$ cat config.mk
export PLATFORM = sky130hd
export DESIGN_NAME = dm_store_buffer
export DESIGN_NICKNAME = d
export VERILOG_FILES = /design/src/rtl/dm_store_buffer.sv
export SDC_FILE = /design/constraint.sdc
export NUM_CORES = 1
export LEC_CHECK = 0
export ABC_AREA = 1
export CAP_MARGIN = 25
export CORE_AREA = 3 3 241 243
export DETAILED_ROUTE_END_ITERATION = 10
export DIE_AREA = 0 0 244 246
export PLACE_DENSITY_LB_ADDON = 0.05
export SLEW_MARGIN = 10
export SYNTH_ARGS = -nofsm -noshare
export SYNTH_HDL_FRONTEND = slang
export SYNTH_SLANG_ARGS = --single-unit
$ cat constraint.sdc
create_clock -name clk -period 16.3 [get_ports clk]
set_input_delay 1.63 -clock clk [delete_from_list [all_inputs] [get_ports clk]]
set_output_delay 1.63 -clock clk [all_outputs]
set_load 0.05 [all_outputs]
$ cat src/rtl/dm_store_buffer.sv
`default_nettype none
// ============================================================================
// Module   : dm_store_buffer
// Brief    : In-order posted-write store FIFO in front of the data memory,
//            with load forwarding from full-word stores and load blocking
//            on partial-store matches.
// Revision : 1.0 - initial release
// ============================================================================
module dm_store_buffer #(
    parameter int DEPTH = 4
) (
    input  logic        clk,
    input  logic        reset,
    input  logic        st_valid,
    input  logic [31:0] st_addr,
    input  logic [31:0] st_data,
    input  logic        st_sh,
    input  logic        st_sb,
    input  logic [31:0] st_pc,
    input  logic        ld_valid,
    input  logic [31:0] ld_addr,
    output logic        st_ready,
    output logic        ld_hit,
    output logic [31:0] ld_data,
    output logic        stall,
    output logic        empty,
    output logic        dm_we,
    output logic [31:0] dm_addr,
    output logic [31:0] dm_wd,
    output logic        dm_sh,
    output logic        dm_sb,
    output logic [31:0] dm_pc
);

    localparam int PTR_W = $clog2(DEPTH);
    localparam int CNT_W = PTR_W + 1;

    logic [31:0]      addr_q [DEPTH];
    logic [31:0]      data_q [DEPTH];
    logic             sh_q   [DEPTH];
    logic             sb_q   [DEPTH];
    logic [31:0]      pc_q   [DEPTH];

    logic [PTR_W-1:0] head_q, head_d;
    logic [PTR_W-1:0] tail_q, tail_d;
    logic [CNT_W-1:0] count_q, count_d;

    logic             w_full;
    logic             w_empty;
    logic             w_enq;
    logic             w_drain;
    logic             w_blocked;
    logic             w_match;
    logic             w_match_part;
    logic [31:0]      w_match_data;
    logic [PTR_W-1:0] w_idx;
    logic             ld_addr_lo_unused;

    assign ld_addr_lo_unused = ^ld_addr[1:0];

    assign w_full  = (count_q == CNT_W'(DEPTH));
    assign w_empty = (count_q == '0);
    assign w_enq   = st_valid & ~w_full & ~reset;

    // Walk oldest to youngest so the last hit left standing is the youngest match.
    always_comb begin
        w_match      = 1'b0;
        w_match_part = 1'b0;
        w_match_data = '0;
        w_idx        = head_q;
        for (int i = 0; i < DEPTH; i++) begin
            w_idx = head_q + PTR_W'(i);
            if ((CNT_W'(i) < count_q) && (addr_q[w_idx][31:2] == ld_addr[31:2])) begin
                w_match      = 1'b1;
                w_match_part = sh_q[w_idx] | sb_q[w_idx];
                w_match_data = data_q[w_idx];
            end
        end
    end

    assign w_blocked = ld_valid & w_match & w_match_part;
    assign w_drain   = ~w_empty & ~reset & (~ld_valid | w_blocked);

    assign st_ready = ~w_full;
    assign empty    = w_empty;
    assign ld_hit   = ld_valid & w_match & ~w_match_part;
    assign ld_data  = ld_hit ? w_match_data : 32'h0;
    assign stall    = (st_valid & w_full) | w_blocked;

    assign dm_we    = w_drain;
    assign dm_addr  = addr_q[head_q];
    assign dm_wd    = data_q[head_q];
    assign dm_sh    = sh_q[head_q];
    assign dm_sb    = sb_q[head_q];
    assign dm_pc    = pc_q[head_q];

    always_comb begin
        head_d  = w_drain ? head_q + 1'b1 : head_q;
        tail_d  = w_enq   ? tail_q + 1'b1 : tail_q;
        count_d = count_q;
        case ({w_enq, w_drain})
            2'b10:   count_d = count_q + 1'b1;
            2'b01:   count_d = count_q - 1'b1;
            default: count_d = count_q;
        endcase
    end

    always_ff @(posedge clk) begin
        if (reset) begin
            head_q  <= '0;
            tail_q  <= '0;
            count_q <= '0;
        end else begin
            head_q  <= head_d;
            tail_q  <= tail_d;
            count_q <= count_d;
        end
    end

    // Payload storage carries no reset; validity comes from count_q alone.
    always_ff @(posedge clk) begin
        if (w_enq) begin
            addr_q[tail_q] <= st_addr;
            data_q[tail_q] <= st_data;
            sh_q[tail_q]   <= st_sh;
            sb_q[tail_q]   <= st_sb;
            pc_q[tail_q]   <= st_pc;
        end
    end

endmodule
`default_nettype wire

# Word-level counts from Yosys, hierarchy flattened
# Memories as Yosys holds them, arrays and structs flattened. A register that Yosys moved wholly into a read port is not among the register bits.
# Cells that the tools add are included.
dict set report op_classes {
  addsub 6
  multipliers 0
  div_mod_pow 0
  n_lt_le_gt_ge 4
  eq_ne 7
  shift 0
  n_mux 26
  bitwise 19
  reduce_logical 6
}
# cell n
set op_table {}
lappend op_table {{2-to-1 mux 32 bit} 5}
lappend op_table {{equality test 30 bit} 4}
lappend op_table {{2-to-1 mux 2 bit} 10}
lappend op_table {{2-to-1 mux 1 bit} 10}
lappend op_table {{AND 1 bit} 8}
lappend op_table {{< comparator 1 x 3 -> 1 bit, first input constant} 2}
lappend op_table {{< comparator 2 x 3 -> 1 bit, first input constant} 2}
lappend op_table {{OR 1 bit} 6}
lappend op_table {{case mux 3 bit (2 select lines)} 1}
lappend op_table {{NOT 1 bit} 5}
lappend op_table {{adder 2 x 1 -> 2 bit, second input constant} 2}
lappend op_table {{adder 2 bit, second input constant} 2}
lappend op_table {{logical AND 1 bit} 4}
lappend op_table {{adder 3 x 1 -> 3 bit, second input constant} 1}
lappend op_table {{equality test 3 bit, second input constant} 1}
lappend op_table {{zero test 3 bit} 1}
lappend op_table {{subtractor 3 x 1 -> 3 bit, second input constant} 1}
lappend op_table {{equality test 2 x 1 -> 1 bit, second input constant} 1}
lappend op_table {{equality test 2 bit, second input constant} 1}
lappend op_table {{nonzero test 2 bit} 1}
dict set report word_totals {
  regBits 7
  latchBits 0
  ramBits 392
  mem_bits_ro 0
  input_bits 134
  output_inout_bits 135
  n_memories 5
}
# name depth width rd rd_ports_with_merged_regs wr line_no
set memory_table {}
lappend memory_table {addr_q 4 32 4 1 1 38} ;# logic [31:0] addr_q [DEPTH];
lappend memory_table {data_q 4 32 4 1 1 39} ;# logic [31:0] data_q [DEPTH];
lappend memory_table {pc_q 4 32 1 1 1 42} ;# logic [31:0] pc_q [DEPTH];
lappend memory_table {sb_q 4 1 4 1 1 41} ;# logic sb_q [DEPTH];
lappend memory_table {sh_q 4 1 4 1 1 40} ;# logic sh_q [DEPTH];

# Depth between registers and ports, before layout
# Gate-level depths: netlist of the first run.
# An unclocked memory read counts as a cell.
dict set report depth {
  ltp_word 13
  ltp_mapped 30
  mapped_depth_nobuf 27
}

# Worst setup path before layout of the first run
# Ideal clock, no wire load.
dict set report synth_path {
  path_kind {in2reg}
  from {input reset}
  to {memory addr_q[0][0] (enable)}
  setup_ns 0.556
  arrival_time_ns 6.016
  required_ns 15.744
  path_slack_ns 9.728
  cell_stages 3
  path_buffers 0
  path_cell_list {inv_1 > nand3_1 > nor2_1}
}
dict set report synth_via {
  elab_chain_len 4
}
# item line_no
set synth_rtl {}
lappend synth_rtl {{start, declared} 13} ;# input logic reset,
lappend synth_rtl {{NOT 1 bit} 63} ;# assign w_enq = st_valid & ~w_full & ~reset;
lappend synth_rtl {{AND 1 bit} 63}
lappend synth_rtl {{2-to-1 mux 1 bit} 122} ;# if (w_enq) begin
lappend synth_rtl {{2-to-1 mux 1 bit (not written as such)} 123} ;# addr_q[tail_q] <= st_addr;
lappend synth_rtl {{end, declared} 38}
# Every way passes these cells.

# Worst setup path in the final report of the first run
dict set report layout_path {
  from {register head_q[0]}
  to {output ld_data[1]}
}
dict set report layout_via {
  elab_chain_len 10
}
# item line_no
set layout_rtl {}
lappend layout_rtl {{start, declared} 44} ;# logic [PTR_W-1:0] head_q, head_d;
lappend layout_rtl {{start signal, assigned} 110} ;# head_q <= '0;
lappend layout_rtl {{start signal, assigned} 114} ;# head_q <= head_d;
lappend layout_rtl {{adder 2 x 1 -> 2 bit} 72} ;# w_idx = head_q + PTR_W'(i);
lappend layout_rtl {{memory read (4 x 32 bit)} --}
lappend layout_rtl {{equality test 30 bit} 73} ;# if ((CNT_W'(i) < count_q) && (addr_q[w_idx][31:2] == ld_addr[31:2])) begin
lappend layout_rtl {{logical AND 1 bit} 73}
lappend layout_rtl {{2-to-1 mux 1 bit (3 in a row)} 73}
lappend layout_rtl {{AND 1 bit or NOT 1 bit (tied branches)} 86} ;# assign ld_hit = ld_valid & w_match & ~w_match_part;
lappend layout_rtl {{AND 1 bit} 86}
lappend layout_rtl {{2-to-1 mux 32 bit *} 87} ;# assign ld_data = ld_hit ? w_match_data : 32'h0;
lappend layout_rtl {{end, declared} 24} ;# output logic [31:0] ld_data,
# Mark *: on every way between the ends. The rest lies on a longest branch, timed or not.

==> impl_metrics.py, run 1 <==
metrics = {
    "grt": {
        "grt_max_degree": 104,
        "grt_pass1_wl_microns": 119000,
        "grt_pass1_vias": 20300,
        "grt.total_usage_pct": 25.7,
        "antenna_found_initial": 7,
        "grt_overflow": 0,
    },
    "die": {
        "die_w_microns": 244,
        "dieHeight_microns": 246,
        "core_area_sq_mm": 0.0562,
        "initial_core_util_pct": 41.0,
        "rows": 87,
        "ios": 269,
        "die_area_sq_mm": 0.0600,
    },
    "outcome": {
        "outcome": "finished clean",
    },
    "sta": {
        "grt_setup_unrepaired": "no",
        "worst_slack_ns": 6.54,
        "period_minus_slack_ns": 9.76,
        "max_freq_mhz": 103,
        "worst_hold_slack_ns": 0.556,
        "slew_headroom_pct": 30.7,
        "finalMaxSlewViolations": 0,
        "finalSetupViolations": 0,
        "finalSetupTns_ns": 0,
        "fin_crit_sh_pct": 59.9,
        "hold_violations": 0,
        "finClkSkew_ns": 0.0188,
        "tightestPinTransition_ns": 1.04,
    },
    "logic_synthesis": {
        "netlist_area_sq_mm": 0.0230,
        "synth.avg_cell_area_sq_um": 7.88,
        "yosys_warnings": 0,
        "seq_area_frac_synth_pct": 51.9,
        "async_flop_share_pct": 0,
        "ys_seq_elements": 401,
        "synthCells": 2918,
        "ys.flop_type": "edfxtp_1",
        "synth_cell_types": 34,
        "synth_nets": 3061,
        "synth_edf_count": 392,
    },
    "worst_setup_path": {
        "cp-end-kind": "output pin",
        "worst-path-max-fanout": 81,
        "cp.required_ns": 14.67,
        "cp-start-kind": "flop",
        "critPathKind": "flop to output pin",
        "cp_data_arrival_time_ns": 8.13,
    },
    "route": {
        "drt_iter0_markers": 1985,
        "vias": 21200,
        "wirelength_microns": 78700,
        "final_antenna_net_count": 0,
        "firstDrtPassIters": 6,
        "avgViaCountPerCell": 5.48,
        "wire_per_inst_microns": 20.3,
        "drc": 0,
    },
    "cells_and_area": {
        "num-fill-cells": 5394,
        "multiInputGateArea_sq_mm": 0.00966,
        "regArea_sq_mm": 0.0120,
        "drive_gt1_share_pct": 3.62,
        "final_common_cell": "nand2_1",
        "num-nets-final": 3225,
        "syn2layout_area_growth_pct": 19.9,
        "final_cell_mix": "nand2_1 (1155), edfxtp_1 (392), clkdlybuf4s50_1 (266), o21ai_0 (245), nor2_1 (239)",
    },
    "flow_run": {
        "maxCapViolCount": 0,
    },
    "clock_tree": {
        "cts_buffers": 46,
        "post_cts_buffers": 0,
        "cts_sinks": 401,
        "cts_max_level": 2,
        "postCtsHoldBufs": 0,
        "cts_tree": "yes",
        "cts_resized": 0,
        "clk-insertion-delay-late_ns": 0.60,
        "ctsLongestPathBuffers": 3,
        "clk_pin_slew_ns": 0.06,
        "cts_root_buffer": "clkbuf_16",
    },
    "placed_design": {
        "gp_congestion": 0.940,
        "hpwlAfterDp_microns": 48700,
        "place_ws_ns": 7.27,
        "io_buffers": 266,
    },
    "pwr": {
        "power_density_mw_per_mm2": 121,
        "p_total_mw": 3.34,
        "p_leak_nw": 11.1,
        "ir_drop_v": 0.000105,
    },
    "worst_hold_path": {
        "hp-class": "flop to flop",
    },
}
[synthesized netlist by cell type, types with 5 or more instances]
library cell     n  area, sq um
nand3_1        169          846
buf_1           17         63.8
xor2_1          19          166
o211ai_1         5         37.5
edfxtp_1       392        11800
o21ai_1         18         90.1
o221ai_1        19          166
dfxtp_1          9          180
a32oi_1         32          280
ha_1             9          113
buf_4           13         97.6
buf_2           54          270
a31oi_1         32          200
nand2_1       1156         4340
inv_1          168          631
a21oi_1        151          756
o22ai_1         49          307
o21ai_0        245         1230
nor2_1         244          916
clkbuf_1        87          327
[state kept, by name (all words and copies together), names as in the netlist, named ones only]
signal and flops:
sh_q 4, data_q 128, tail_q 2, pc_q 128, addr_q 128, head_q 2, count_q 3, sb_q 4
[critical path: stages (launching register included)]
cell and delay, ns:
dfxtp_4 0.97, nand2_4 0.60, nand2_4 0.77, buf_4 0.80, nand2_1 0.16, nand3_1 0.17, nand2_1 0.08, nor2_1 0.11
nand2_1 0.06, nor2_1 0.09, nand2_1 0.11, nor2_4 0.12, buf_4 0.50, inv_2 0.54, nand3_1 0.19, nand2_1 0.07
nand2_1 0.10, nand3_2 0.66, nor2_1 0.46, clkdlybuf4s50_1 0.88
[layer usage]
metal | global-route usage (%) | wire [microns] | vias to the layer above | part of all wire (%)
li1 | - | - | 10100 | -
met1 | 33.8 | 33300 | 10000 | 42
met2 | 41.9 | 36300 | 869 | 46
met3 | 5.34 | 6370 | 185 | 8.1
met4 | 9.49 | 2670 | 12 | 3.4
met5 | 0 | 84 | - | 0.11
[power breakdown]
| group | leakage (nW) | switching, mW | internal, mW |
|---|---|---|---|
| logic | 6.76 | 0.790 | 0.311 |
| registers | 3.64 | 0.0369 | 1.17 |
| clock network | 0.725 | 0.424 | 0.610 |
| total | 11.1 | 1.25 | 2.09 |
[final timing paths]
check	startpoint	endpoint	slack (ns)	depth (start not counted)
worst min-delay path	tail_q[1]$_SDFFE_PP0P_	tail_q[1]$_SDFFE_PP0P_	0.56	2
worst min register to register	tail_q[1]$_SDFFE_PP0P_	tail_q[1]$_SDFFE_PP0P_	0.56	2
worst max register to register	head_q[0]$_SDFFE_PP0P_	count_q[2]$_SDFFE_PP0P_	9.38	26
worst max-delay path	head_q[0]$_SDFFE_PP0P_	ld_data[1]	6.54	19
[cell type report]
class                      count  area share, %
clock buffer                  65           4.62
clock inverter                20          0.853
antenna                        1        0.00907
sequential                   401           43.4
multi-input combinational   2169           35.0
inverter                     173           2.39
tap                          756           3.43
timing repair buffer         291           10.3
[logic make-up after synthesis]
family	share of synthesized area, %
AOI/OAI and AO/OA	13.5
xor gates and xnor gates	0.723
adders and majority gates	0.489
buffers and inverters	6.34
DFF	51.9
and+or+nand+nor	27.0
[metrics by stage]
step / instance area (sq um) / instances / utilization, %
after detailed placement: 26100 / 3790 / 46.4
final: 27600 / 3876 / 49.1
after global placement: 26100 / 3790 / 46.4
after CTS: 27600 / 3875 / 49.1
after global routing: 27600 / 3875 / 49.1
after floorplan: 23000 / 2918 / -
No activity file was read; power rests on OpenSTA's default activity.
==> run 2, diff against run 1 <==
==> constraint.sdc (replaced) <==
create_clock -name clk -period 10.2 [get_ports clk]
set_input_delay 1.02 -clock clk [delete_from_list [all_inputs] [get_ports clk]]
set_output_delay 1.02 -clock clk [all_outputs]
set_load 0.05 [all_outputs]
==> impl_metrics.py, run 2 (same netlist as run 1, synthesis figures left out) <==
metrics = {
    "outcome": {
        "outcome": "finished clean",
    },
    "cells_and_area": {
        "regArea_sq_mm": 0.0120,
        "drive_gt1_share_pct": 3.94,
        "reg_top3": "addr_q (128), data_q (128), pc_q (128)",
        "syn2layout_area_growth_pct": 20.1,
        "num-nets-final": 3228,
        "fin_cells": 3885,
        "final_common_cell": "nand2_1",
        "final_cell_mix": "nand2_1 (1155), edfxtp_1 (392), clkdlybuf4s50_1 (266), o21ai_0 (245), nor2_1 (239)",
        "fin_util_pct": 49.2,
        "num-fill-cells": 5378,
        "multiInputGateArea_sq_mm": 0.00966,
    },
    "grt": {
        "grtUsageMet2_pct": 41.7,
        "met3_usage_pct": 5.63,
        "antenna_found_initial": 11,
        "grt_busiest_layer": "met2",
        "grt.total_usage_pct": 25.4,
        "grt_pass1_vias": 20000,
        "grt_use_met1_pct": 33.8,
        "grt_pass1_wl_microns": 118000,
        "grt_overflow": 0,
        "grt_max_degree": 100,
    },
    "sta": {
        "grt_setup_unrepaired": "no",
        "fin_crit_sh_pct": 78.4,
        "finalSetupTns_ns": 0,
        "finalMaxSlewViolations": 0,
        "slew_headroom_pct": 34.4,
        "finalSetupViolations": 0,
        "tightestPinTransition_ns": 0.985,
        "period_minus_slack_ns": 7.99,
        "finClkSkew_ns": 0.0201,
        "max_freq_mhz": 125,
        "hold_violations": 0,
    },
    "worst_hold_path": {
        "hold_start": "tail_q[1]$_SDFFE_PP0P_",
        "min_to": "tail_q[1]$_SDFFE_PP0P_",
        "hp-class": "flop to flop",
        "holdPathStages": 2,
    },
    "route": {
        "wirelength_microns": 78600,
        "drc": 0,
        "drt_iter0_markers": 1981,
        "final_antenna_net_count": 0,
        "firstDrtPassIters": 6,
        "vias": 21200,
        "avgViaCountPerCell": 5.44,
        "wire_per_inst_microns": 20.2,
    },
    "die": {
        "core_area_sq_mm": 0.0562,
        "die_area_sq_mm": 0.0600,
        "dieHeight_microns": 246,
        "ios": 269,
        "initial_core_util_pct": 41.0,
        "die_w_microns": 244,
        "rows": 87,
    },
    "worst_setup_path": {
        "cp_slowest_cell": "clkinv_2",
        "r2r.worst_path.cells": 24,
        "cp.required_ns": 9.18,
        "critPathKind": "flop to output pin",
        "path_cells": "clkinv_2, buf_4, nand3_1, nand2_1, xor2_1, nor2_1, nand2_1, nor2_1, nand2_1, nor2_2, buf_4, nor2_1, a21boi_2, nand3_2, nor2_1, clkdlybuf4s50_1",
        "reg2reg_slack_ns": 4.35,
        "crit_top_cell": "nor2_1",
        "r2r_end": "count_q[2]$_SDFFE_PP0P_",
        "critical_path.top_delay_family": "buffers and inverters",
        "cp_data_arrival_time_ns": 6.97,
        "critPathBufInv": 4,
        "worst-path-max-fanout": 63,
        "slowest_delay_ns": 0.94,
        "cp-end-kind": "output pin",
        "cp-start-kind": "flop",
    },
    "clock_tree": {
        "cts_resized": 0,
        "cts_sinks": 401,
        "ctsLongestPathBuffers": 3,
        "postCtsHoldBufs": 0,
        "cts_root_buffer": "clkbuf_16",
        "cts_tree": "yes",
        "clk-insertion-delay-late_ns": 0.58,
        "cts_buffers": 47,
        "clk_pin_slew_ns": 0.05,
        "cts_max_level": 2,
        "post_cts_buffers": 0,
    },
    "pwr": {
        "p_total_mw": 5.32,
        "power_density_mw_per_mm2": 192,
        "ir_drop_v": 0.000145,
        "p_leak_nw": 11.1,
    },
    "placed_design": {
        "place_inst": 3790,
        "gp_congestion": 0.919,
        "io_buffers": 266,
        "hpwlAfterDp_microns": 48400,
    },
    "flow_run": {
        "maxCapViolCount": 0,
    },
}
run 2: final cells by class:
cell class / instances / area share (%)
sequential: 401 / 43.3
multi-input combinational: 2169 / 34.9
timing repair buffer: 293 / 10.5
clock buffer: 60 / 4.51
tap: 756 / 3.42
inverter: 173 / 2.39
clock inverter: 28 / 0.955
antenna: 5 / 0.0453
run 2: worst max-delay path by stage:
stage | slack [ns] | cells past startpoint | end
after CTS | 1.92 | 17 | ld_data[14]
after global routing | 1.70 | 17 | ld_data[14]
final | 2.21 | 16 | ld_data[14]
after detailed placement | 2.57 | 17 | ld_data[14]
after global placement | 2.65 | 17 | ld_data[0]
after floorplan | 4.18 | 5 | addr_q[0][0]$_DFFE_PP_
run 2: stage by stage:
| step | cell area [sq um] | hold slack (ns) | setup slack (ns) |
|---|---|---|---|
| after detailed placement | 26100 | 0.561 | 2.57 |
| after global routing | 27600 | 0.599 | 1.70 |
| after CTS | 27600 | 0.567 | 1.92 |
| after floorplan | 23000 | 0.498 | 4.18 |
| final | 27600 | 0.562 | 2.21 |
| after global placement | 26100 | 0.530 | 2.65 |
run 2: tightest hold or removal path, stage by stage (launching register included):
cell and delay (ns):
dfxtp_1 0.32, inv_1 0.11, a211oi_1 0.08
run 2: layer usage:
metal  share of wire, %  up-vias  routed length (microns)
li1                   -    10200                        -
met1                 43    10000                    33500
met2                 46      801                    36500
met3                8.4      135                     6600
met4                2.5       12                     1980
met5               0.12        -                       91
run 2: power by group:
group	leakage (nW)	internal [mW]	switching, mW	total, mW
Combinational	6.78	0.498	1.26	1.76
Clock	0.725	0.948	0.683	1.63
Sequential	3.64	1.87	0.0609	1.93
Total	11.1	3.31	2.01	5.32
==> run 3, diff against run 2 <==
==> constraint.sdc (replaced) <==
create_clock -name clk -period 8.2 [get_ports clk]
set_input_delay 0.82 -clock clk [delete_from_list [all_inputs] [get_ports clk]]
set_output_delay 0.82 -clock clk [all_outputs]
set_load 0.05 [all_outputs]
==> impl_metrics.py, run 3 (same netlist as run 1, synthesis figures left out) <==
metrics = {
    "route": {
        "wl_met1_microns": 33400,
        "vias": 21500,
        "drt_iter0_markers": 2061,
        "routed-wl-met3_microns": 6880,
        "drc": 0,
        "avgViaCountPerCell": 5.53,
        "final_antenna_net_count": 0,
        "wirelength_microns": 79300,
        "wire_per_inst_microns": 20.4,
        "met2_length_microns": 36000,
        "firstDrtPassIters": 6,
        "routed.top_layer": "met5",
    },
    "grt": {
        "grt_pass1_vias": 20400,
        "grt_max_degree": 116,
        "antenna_found_initial": 10,
        "grt_overflow": 0,
        "grt.total_usage_pct": 25.9,
        "grt_pass1_wl_microns": 120000,
    },
    "worst_setup_path": {
        "cp.required_ns": 7.38,
        "r2r.worst_path.cells": 25,
        "cp-end-kind": "output pin",
        "cp_data_arrival_time_ns": 6.33,
        "reg2reg_slack_ns": 3.04,
        "cp-start-kind": "flop",
        "r2r_end": "count_q[2]$_SDFFE_PP0P_",
        "worst-path-max-fanout": 43,
        "critPathKind": "flop to output pin",
    },
    "sta": {
        "period_minus_slack_ns": 7.15,
        "finalSetupTns_ns": 0,
        "tightestPinTransition_ns": 0.966,
        "finalSetupViolations": 0,
        "hold_violations": 0,
        "slew_headroom_pct": 35.6,
        "finClkSkew_ns": 0.0213,
        "fin_crit_sh_pct": 87.1,
        "worst_slack_ns": 1.05,
        "max_freq_mhz": 140,
        "grt_setup_unrepaired": "no",
        "finalMaxSlewViolations": 0,
    },
    "cells_and_area": {
        "fin_area_sq_mm": 0.0277,
        "final_cell_mix": "nand2_1 (1155), edfxtp_1 (392), clkdlybuf4s50_1 (266), o21ai_0 (245), nor2_1 (239)",
        "multiInputGateArea_sq_mm": 0.00966,
        "syn2layout_area_growth_pct": 20.5,
        "reg_top3": "addr_q (128), data_q (128), pc_q (128)",
        "num-nets-final": 3231,
        "num-fill-cells": 5360,
        "final_common_cell": "nand2_1",
        "drive_gt1_share_pct": 3.87,
        "regArea_sq_mm": 0.0120,
    },
    "placed_design": {
        "place_ws_ns": 1.64,
        "hpwlAfterDp_microns": 48600,
        "gp_congestion": 0.924,
        "dpl-instance-area_sq_mm": 0.0261,
        "io_buffers": 266,
    },
    "outcome": {
        "outcome": "finished clean",
    },
    "clock_tree": {
        "cts_tree": "yes",
        "clk_pin_slew_ns": 0.06,
        "post_cts_buffers": 0,
        "cts_max_level": 2,
        "postCtsHoldBufs": 0,
        "cts_resized": 0,
        "clk-insertion-delay-late_ns": 0.60,
        "ctsLongestPathBuffers": 3,
        "cts_sinks": 401,
        "cts_root_buffer": "clkbuf_16",
        "cts_buffers": 46,
    },
    "pwr": {
        "p_total_mw": 6.67,
        "p_leak_nw": 11.2,
        "power_density_mw_per_mm2": 241,
        "ir_drop_v": 0.000163,
    },
    "die": {
        "die_w_microns": 244,
        "rows": 87,
        "ios": 269,
        "core_area_sq_mm": 0.0562,
        "die_area_sq_mm": 0.0600,
        "initial_core_util_pct": 41.0,
        "dieHeight_microns": 246,
    },
    "worst_hold_path": {
        "min_to": "tail_q[1]$_SDFFE_PP0P_",
        "hp-class": "flop to flop",
        "holdPathStages": 2,
        "hold_start": "tail_q[1]$_SDFFE_PP0P_",
    },
    "flow_run": {
        "maxCapViolCount": 0,
    },
}
run 3: changes by cell type in the layout (fill, tap and decap cells not counted), sizes merged:
cell,change
clkbuf,+2
clkinvlp,-3
inv,-1
buf,+4
bufinv,+2
diode,-2
clkinv,-5
run 3: worst max-delay path by stage:
stage                                         to  slack, ns  cells past startpoint
after floorplan           addr_q[0][0]$_DFFE_PP_       2.18                      5
after global placement               ld_data[18]       1.74                     18
after detailed placement             ld_data[29]       1.64                     17
after CTS                            ld_data[29]       1.00                     17
after global routing                 ld_data[19]       0.68                     18
final                                ld_data[29]       1.05                     18
run 3: cell type report:
| type | instances | share of cell area, % |
|---|---|---|
| diodes | 3 | 0.0271 |
| clock buffers | 62 | 4.48 |
| clock inverters | 21 | 0.925 |
| inverters | 173 | 2.38 |
| multi-input cells | 2169 | 34.9 |
| flip-flops and latches | 401 | 43.1 |
| well taps | 756 | 3.41 |
| repair buffers | 297 | 10.8 |
run 3: critical path: stages, from the launching register on:
cell,delay (ns)
dfxtp_4,0.73
clkinv_2,0.67
buf_4,0.52
nand3_1,0.15
nand2_1,0.17
nand2_1,0.10
nand2_1,0.06
a21oi_1,0.14
nand2_1,0.09
nor2_1,0.11
nand2_1,0.08
nor2_2,0.11
buf_4,0.49
nor2_1,0.11
a21boi_2,0.21
nand3_2,0.56
buf_4,0.42
nor2_1,0.13
clkdlybuf4s50_1,0.83
run 3: metal layers:
layer | vias up | GRT usage [%]
met4 | 16 | 10.3
met3 | 188 | 5.42
met1 | 10200 | 34.6
met2 | 944 | 41.4
met5 | - | 0
li1 | 10200 | -
run 3: where the power goes:
group          internal (mW)  leakage [nW]  switching, mW  total [mW]
registers               2.32          3.64         0.0645        2.39
clock network           1.22         0.724          0.837        2.06
logic                  0.633          6.83           1.59        2.23
run 3: through the flow:
step           utilization (%)  cells  hold WS, ns
3_3_place_gp              46.5   3793        0.534
5_1_grt                   49.3   3880        0.596
4_1_cts                   49.2   3876        0.559
6_report                  49.4   3882        0.566
2_1_floorplan                -   2918        0.498
3_5_place_dp              46.5   3793        0.550
